### config.mk
export PLATFORM = sky130hd
export DESIGN_NAME = bidir_bus_master
export DESIGN_NICKNAME = d
export VERILOG_FILES = /design/src/rtl/bidir_bus_master.sv
export SDC_FILE = /design/constraint.sdc
export NUM_CORES = 1
export LEC_CHECK = 0
export CORE_ASPECT_RATIO = 1.4
export CORE_MARGIN = 4
export CORE_UTILIZATION = 48
export DETAILED_ROUTE_END_ITERATION = 8
export HOLD_SLACK_MARGIN = 0.06
export PLACE_DENSITY = 0.84
export RECOVER_POWER = 100
export SKIP_LAST_GASP = 1
export SLEW_MARGIN = 20
export SYNTH_ARGS = -nofsm -noshare
export SYNTH_HDL_FRONTEND = slang
export SYNTH_SLANG_ARGS = --single-unit
### constraint.sdc
create_clock -name clk -period 4.35 [get_ports clk]
set_input_delay 0.6525 -clock clk [delete_from_list [all_inputs] [get_ports clk]]
set_output_delay 0.6525 -clock clk [all_outputs]
set_load 0.03 [all_outputs]
### src/rtl/bidir_bus_master.sv
`timescale 1ns/1ps
// -----------------------------------------------------------------------------
// bidir_bus_master
//
// Purpose:
//   Sequences single read/write requests onto an external bus with a 14-bit
//   address and an 8-bit bidirectional data bus. Each transfer runs the phases
//   SETUP -> STROBE -> HOLD, and writes add TURN. TURN gives the data pins a
//   turnaround with the FPGA released before the next request can start, so
//   the FPGA and the device never drive the data bus together. All pin-side
//   outputs are registered, so the strobes are glitch-free.
//
// Optional feature (macro BIDIR_BUS_WAIT_EN):
//   Adds the bus_wait input and the rsp_err output. A device can stretch the
//   strobe phase by up to WAIT_MAX cycles. If bus_wait is still high after
//   that, the transfer ends and rsp_err is high for the HOLD cycle.
//
// Parameters:
//   SETUP_CYCLES  (1..15)  cycles addr/data are stable before the strobe
//   STROBE_CYCLES (1..15)  cycles the strobe is held low
//   TURN_CYCLES   (1..15)  cycles dir is 0 after a write before IDLE
//   WAIT_MAX      (1..255) maximum extra strobe cycles under bus_wait
//
// Ports:
//   clk, rst_n             clock, asynchronous active-low reset
//   req_valid/req_ready    request handshake (ready only in IDLE)
//   req_write/addr/wdata   request contents
//   rsp_valid, rsp_rdata   read completion pulse and held read data
//   bus_addr, bus_dout     address pins, data pin outputs
//   bus_din                data pin inputs
//   bus_dir                1 = FPGA drives the data pins
//   bus_rd_n, bus_wr_n     active-low strobes
//   bus_wait, rsp_err      only with BIDIR_BUS_WAIT_EN
// -----------------------------------------------------------------------------
module bidir_bus_master #(
   parameter int SETUP_CYCLES  = 1,
   parameter int STROBE_CYCLES = 2,
   parameter int TURN_CYCLES   = 1,
   parameter int WAIT_MAX      = 8
) (
   input  logic        clk,
   input  logic        rst_n,
   input  logic        req_valid,
   output logic        req_ready,
   input  logic        req_write,
   input  logic [13:0] req_addr,
   input  logic [7:0]  req_wdata,
   output logic        rsp_valid,
   output logic [7:0]  rsp_rdata,
`ifdef BIDIR_BUS_WAIT_EN
   input  logic        bus_wait,
   output logic        rsp_err,
`endif
   output logic [13:0] bus_addr,
   output logic [7:0]  bus_dout,
   input  logic [7:0]  bus_din,
   output logic        bus_dir,
   output logic        bus_rd_n,
   output logic        bus_wr_n
);

   // The single cycle counter is loaded with N-1 on entering a phase and
   // counts down to 0, so the phase lasts N cycles.
   localparam logic [7:0] SETUP_LD  = 8'(SETUP_CYCLES - 1);
   localparam logic [7:0] STROBE_LD = 8'(STROBE_CYCLES - 1);
   localparam logic [7:0] TURN_LD   = 8'(TURN_CYCLES - 1);
`ifdef BIDIR_BUS_WAIT_EN
   localparam logic [7:0] WAIT_LD   = 8'(WAIT_MAX - 1);
`endif

   generate
      if (SETUP_CYCLES < 1 || SETUP_CYCLES > 15) begin : g_bad_setup
         $error("SETUP_CYCLES must be 1..15");
      end
      if (STROBE_CYCLES < 1 || STROBE_CYCLES > 15) begin : g_bad_strobe
         $error("STROBE_CYCLES must be 1..15");
      end
      if (TURN_CYCLES < 1 || TURN_CYCLES > 15) begin : g_bad_turn
         $error("TURN_CYCLES must be 1..15");
      end
      if (WAIT_MAX < 1 || WAIT_MAX > 255) begin : g_bad_wait
         $error("WAIT_MAX must be 1..255");
      end
   endgenerate

   typedef enum logic [2:0] {
      IDLE,
      SETUP,
      STROBE,
      HOLD,
      TURN
   } state_t;

   state_t      state, state_nxt;
   logic [7:0]  cnt, cnt_nxt;
   logic        wr_q, wr_nxt;
   logic [13:0] addr_nxt;
   logic [7:0]  dout_nxt;
   logic        dir_nxt;
   logic        rd_n_nxt;
   logic        wr_n_nxt;
   logic        rv_nxt;
   logic [7:0]  rdata_nxt;
   logic        enter_hold;
`ifdef BIDIR_BUS_WAIT_EN
   // Set while the strobe phase is being stretched. The counter is then
   // reused to count the extra cycles that remain.
   logic        wait_q, wait_nxt;
   logic        err_nxt;
`endif

   assign req_ready = (state == IDLE);

   always_ff @(posedge clk or negedge rst_n) begin
      if (!rst_n) begin
         state     <= IDLE;
         cnt       <= 8'd0;
         wr_q      <= 1'b0;
         bus_addr  <= 14'd0;
         bus_dout  <= 8'd0;
         bus_dir   <= 1'b0;
         bus_rd_n  <= 1'b1;
         bus_wr_n  <= 1'b1;
         rsp_valid <= 1'b0;
         rsp_rdata <= 8'd0;
`ifdef BIDIR_BUS_WAIT_EN
         wait_q    <= 1'b0;
         rsp_err   <= 1'b0;
`endif
      end else begin
         state     <= state_nxt;
         cnt       <= cnt_nxt;
         wr_q      <= wr_nxt;
         bus_addr  <= addr_nxt;
         bus_dout  <= dout_nxt;
         bus_dir   <= dir_nxt;
         bus_rd_n  <= rd_n_nxt;
         bus_wr_n  <= wr_n_nxt;
         rsp_valid <= rv_nxt;
         rsp_rdata <= rdata_nxt;
`ifdef BIDIR_BUS_WAIT_EN
         wait_q    <= wait_nxt;
         rsp_err   <= err_nxt;
`endif
      end
   end

   // Pin outputs are computed for the state being entered, so they switch on
   // the same edge as the state register.
   always_comb begin
      state_nxt  = state;
      cnt_nxt    = cnt;
      wr_nxt     = wr_q;
      addr_nxt   = bus_addr;
      dout_nxt   = bus_dout;
      dir_nxt    = bus_dir;
      rd_n_nxt   = 1'b1;
      wr_n_nxt   = 1'b1;
      rv_nxt     = 1'b0;
      rdata_nxt  = rsp_rdata;
      enter_hold = 1'b0;
`ifdef BIDIR_BUS_WAIT_EN
      wait_nxt   = wait_q;
      err_nxt    = 1'b0;
`endif

      case (state)
         IDLE: begin
            if (req_valid) begin
               state_nxt = SETUP;
               cnt_nxt   = SETUP_LD;
               wr_nxt    = req_write;
               addr_nxt  = req_addr;
               dout_nxt  = req_wdata;
               dir_nxt   = req_write;
            end
         end

         SETUP: begin
            if (cnt != 8'd0) begin
               cnt_nxt = cnt - 8'd1;
            end else begin
               state_nxt = STROBE;
               cnt_nxt   = STROBE_LD;
               rd_n_nxt  = wr_q;
               wr_n_nxt  = ~wr_q;
            end
         end

         STROBE: begin
            rd_n_nxt = wr_q;
            wr_n_nxt = ~wr_q;
`ifdef BIDIR_BUS_WAIT_EN
            if (!wait_q && cnt != 8'd0) begin
               cnt_nxt = cnt - 8'd1;
            end else if (bus_wait && !(wait_q && cnt == 8'd0)) begin
               // Stretch the strobe by one cycle. The first stretch loads the
               // extra-cycle budget.
               wait_nxt = 1'b1;
               cnt_nxt  = wait_q ? cnt - 8'd1 : WAIT_LD;
            end else begin
               enter_hold = 1'b1;
               err_nxt    = bus_wait;  // still waiting means the budget ran out
            end
`else
            if (cnt != 8'd0) begin
               cnt_nxt = cnt - 8'd1;
            end else begin
               enter_hold = 1'b1;
            end
`endif
            if (enter_hold) begin
               state_nxt = HOLD;
               cnt_nxt   = 8'd0;
               rd_n_nxt  = 1'b1;
               wr_n_nxt  = 1'b1;
`ifdef BIDIR_BUS_WAIT_EN
               wait_nxt  = 1'b0;
`endif
               if (!wr_q) begin
                  rv_nxt    = 1'b1;
                  rdata_nxt = bus_din;
               end
            end
         end

         HOLD: begin
            if (wr_q) begin
               state_nxt = TURN;
               cnt_nxt   = TURN_LD;
               dir_nxt   = 1'b0;   // release the data pins before the next request
            end else begin
               state_nxt = IDLE;
               cnt_nxt   = 8'd0;
            end
         end

         TURN: begin
            if (cnt != 8'd0) begin
               cnt_nxt = cnt - 8'd1;
            end else begin
               state_nxt = IDLE;
               cnt_nxt   = 8'd0;
            end
         end

         default: begin
            state_nxt = IDLE;
            cnt_nxt   = 8'd0;
            dir_nxt   = 1'b0;
         end
      endcase
   end

endmodule

==> flow_metrics.py <==
metrics = {
    "power_and_ir_drop": {
        "power_per_cell_area_nw_per_um2": 781,
        "power_mw": 2.13,
        "peakVddDrop_v": 0.000542,
        "power_leakage_nw": 1.14,
    },
    "logic_synthesis": {
        "synth_top_family_by_area": "multiplexers",
        "synth_simple_gate_area_share_pct": 11.6,
        "netlist_area_um2": 1990,
        "synth.distinct_cells": 35,
        "ys_seq_elements": 46,
        "synth.yosys.seq_area_share_pct": 58.0,
        "postSynthAreaPerCell_um2": 12.9,
        "synthCells": 154,
        "synth_warnings": 0,
        "yosys.area_share.adder_pct": 0.629,
        "compound_gate_portion_of_the_synthesized_area_pct": 4.27,
        "post_synth_mux_area_share_pct": 19.0,
        "synth_fp_nets": 189,
        "yosys.area_share.xor_xnor_pct": 3.08,
    },
    "finish": {
        "area_delta_synth_final_pct": 37.0,
        "final_layout_size_suffix_gt1_share_pct": 14.5,
        "antenna_cell_count": 0,
        "final_cells": 263,
        "design.final.nets": 254,
    },
    "sta": {
        "hold-worst-slack_ps": 492,
        "post-route-period-util_pct": 61.2,
        "max_freq_mhz": 375,
        "fin_setup_tns_ps": 0,
        "setup_repair_after_global_routing_missed_its_margin": "false",
        "finalWorstPathRequiredPeriod_ps": 2660,
        "hold_vio_cnt_final": 0,
        "relSlewSlack_pct": -60.5,
        "report.final.slew_viol_count": 73,
        "clock_skew_ps": 6.24,
        "timing.final.setup_violations": 0,
        "worst-slew-pin-transition_ps": 2410,
    },
    "clock_network": {
        "post-cts-setup-buffers": 0,
        "htree_num_levels": 2,
        "worstSkewPairLatency_ps": 290,
        "clk_root_buffer_cell": "clkbuf_8",
        "clock_transition_at_the_register_clock_pins_on_the_worst_setup_and_hold_paths_after_cts_ps": 80,
        "clock_tree_from_tritoncts": "built",
        "cts_bufs_inserted": 5,
        "cells_resized_by_post_cts_repair": 0,
        "cts_hold_buffers": 0,
        "clock_sink_count": 46,
        "clock_tree.buffer_depth": 2,
    },
    "floorplanning": {
        "dieWidth_um": 62.4,
        "rows": 27,
        "die_height_um": 84.2,
        "fp.dieArea_um2": 5260,
        "ioPinCount": 69,
        "initial_utilization_pct": 49.9,
        "core_um2": 3990,
    },
    "worst_setup_path": {
        "critical_path_arrival_ps": 2840,
        "worstPathBufferInverterCount": 1,
        "crit_slowest_cell": "and2_0",
        "cp_cell_sequence": "clkdlybuf4s50_1 -> and2_0 -> mux2_2",
        "timing.critical_path.max_delay_family": "simple AND/OR/NAND/NOR gates",
        "critical_path.max_stage_delay_ps": 1190,
        "critical_path.max_fanout": 25,
        "path_class": "input pin to flip-flop",
        "critPathRequiredTime_ps": 4520,
        "setup.worst_path.end_class": "flip-flop",
        "cp-start-kind": "input pin",
    },
    "detailed_routing": {
        "avgRoutedWirePerCell_um": 16.2,
        "routed_wl_mm": 4.26,
        "avgViaCountPerCell": 5.35,
        "drt_iter0_drc": 46,
        "detailroute.via_count": 1407,
        "route.detailed.drc": 0,
        "route.antenna.remaining_nets": 0,
        "drt-pass1-iter-count": 4,
    },
    "status": {
        "result_of_the_run": "finished, violations left",
        "violations": "max-capacitance violations, max-slew violations",
    },
    "hold_path": {
        "holdCritPathClass": "flip-flop to flip-flop",
    },
    "grt": {
        "grt_first_pass_wirelength_mm": 7.28,
        "number_of_antenna_violations_at_the_first_check_in_global_routing": 0,
        "vias_in_the_first_global_route": 1465,
        "grt_max_degree": 47,
        "grt.total_usage_pct": 17.4,
        "globalRouteOverflowTotal": 0,
    },
    "run": {
        "maxCapViolCount": 2,
    },
    "place": {
        "gp_congestion": 0.760,
        "place.detailed.instances": 255,
        "io_buffer_count": 68,
        "detailedPlacementHpwl_mm": 3.25,
    },
}
-- logic make-up after synthesis --
logic type               count (synthesis)
AO/OA/AOI/OAI                           14
adder cells (fa/ha/maj)                  1
buffers and inverters                   16
multiplexers                            31
AND/OR/NAND/NOR                         39
flip-flops                              46
XOR/XNOR                                 7
-- where the power goes --
part	internal [mW]	switching, mW
Clock	0.172	0.134
Sequential	0.627	0.129
Combinational	0.461	0.607
Total	1.26	0.869
-- routing by layer --
metal  share of wire, %  vias to the layer above  global-route usage (%)
met5                  0                        -                       0
met4                2.3                        0                    6.83
met3                3.8                        8                    3.88
met2                 57                       45                    31.5
met1                 37                      686                    19.9
li1                   -                      668                       -
-- layout make-up --
class                      instances  area, um2
timing repair buffer              68        674
clock buffer                       7       76.3
multi-input combinational         92        717
tap                               43       53.8
fill                             315       1260
clock inverter                     1       30.0
inverter                           6       22.5
sequential                        46       1150
-- flip-flops by register name, indices dropped and copies added (netlist names) --
| signal | count |
|---|---|
| bus_dir | 1 |
| wr_q | 1 |
| bus_addr | 14 |
| rsp_valid | 1 |
| bus_rd_n | 1 |
| cnt | 8 |
| bus_wr_n | 1 |
| state | 3 |
| bus_dout | 8 |
| rsp_rdata | 8 |
-- worst paths after layout --
| check | startpoint | endpoint | slack (ps) | cells after the start |
|---|---|---|---|---|
| worst max-delay path | req_valid | bus_addr[6] | 1690 | 3 |
| worst min-delay path | rsp_rdata[5] | rsp_rdata[5] | 490 | 1 |
| worst max register to register | state[0] | bus_addr[6] | 1740 | 3 |
| worst min register to register | rsp_rdata[5] | rsp_rdata[5] | 490 | 1 |
| max in group asynchronous | rst_n | cnt[1] | 1890 | 1 |
| min in group asynchronous | rst_n | state[0] | 1090 | 1 |
-- worst reg2reg max path, stage by stage (launching register included) --
cell and delay (ps):
dfrtp_1 550, nor3_1 300, and2_0 1200, mux2_2 460
-- Yosys cell counts --
| cell | n | area share (%) |
|---|---|---|
| or4_4 | 1 | 0.57 |
| and2_1 | 1 | 0.31 |
| or4_1 | 2 | 0.75 |
| nand4_1 | 1 | 0.31 |
| a21oi_1 | 5 | 1.3 |
| o21ai_0 | 3 | 0.75 |
| inv_1 | 6 | 1.1 |
| xnor2_1 | 3 | 1.3 |
| a31oi_1 | 1 | 0.31 |
| dfstp_2 | 2 | 2.6 |
| nand4b_1 | 2 | 0.88 |
| xor2_1 | 4 | 1.8 |
| and3_2 | 1 | 0.38 |
| clkbuf_1 | 7 | 1.3 |
| or3_2 | 1 | 0.38 |
| dfrtp_1 | 44 | 55 |
| o41ai_1 | 2 | 0.88 |
| nor4_4 | 1 | 1.1 |
| buf_6 | 1 | 0.57 |
| o22ai_1 | 1 | 0.31 |
| ha_1 | 1 | 0.63 |
| buf_2 | 2 | 0.50 |
| mux2i_1 | 1 | 0.50 |
| nand3_1 | 5 | 1.3 |
| nor3_1 | 3 | 0.75 |
| mux2_2 | 22 | 12 |
| o211ai_1 | 1 | 0.38 |
| nand2b_1 | 1 | 0.31 |
| nand2_1 | 4 | 0.75 |
| nand3_2 | 1 | 0.50 |
| mux2_4 | 8 | 6.0 |
| nor2_1 | 12 | 2.3 |
| nor4_1 | 2 | 0.63 |
| a211oi_1 | 1 | 0.38 |
| and4_1 | 1 | 0.44 |
-- through the flow --
| step | cell area (um2) | worst slack, ps | utilization, % |
|---|---|---|---|
| 2_1_floorplan | 1990 | 1910 | - |
| 3_3_place_gp | 2670 | 1740 | 67.0 |
| 3_5_place_dp | 2670 | 1670 | 67.0 |
| 4_1_cts | 2780 | 1830 | 69.7 |
| 5_1_grt | 2730 | 1340 | 68.4 |
| 6_report | 2730 | 1690 | 68.4 |
-- placed cells by master, fill, tap and decap left out, types with 2 or more instances in the layout --
master / Yosys / routed
nand2_1: 4 / 4
clkbuf_1: 7 / 3
mux2_2: 22 / 22
nand4b_1: 2 / 2
or4_1: 2 / 3
o41ai_1: 2 / 2
dfstp_2: 2 / 2
nand3_1: 5 / 5
dfrtp_1: 44 / 44
dlygate4sd3_1: 0 / 35
mux2_1: 0 / 8
nor4_1: 2 / 3
nor2_1: 12 / 12
o21ai_0: 3 / 3
nor3_1: 3 / 3
a21oi_1: 5 / 5
clkbuf_8: 0 / 5
xor2_1: 4 / 4
clkdlybuf4s50_1: 0 / 32
xnor2_1: 3 / 3
inv_1: 6 / 6
No activity file was read; power rests on OpenSTA's default activity.
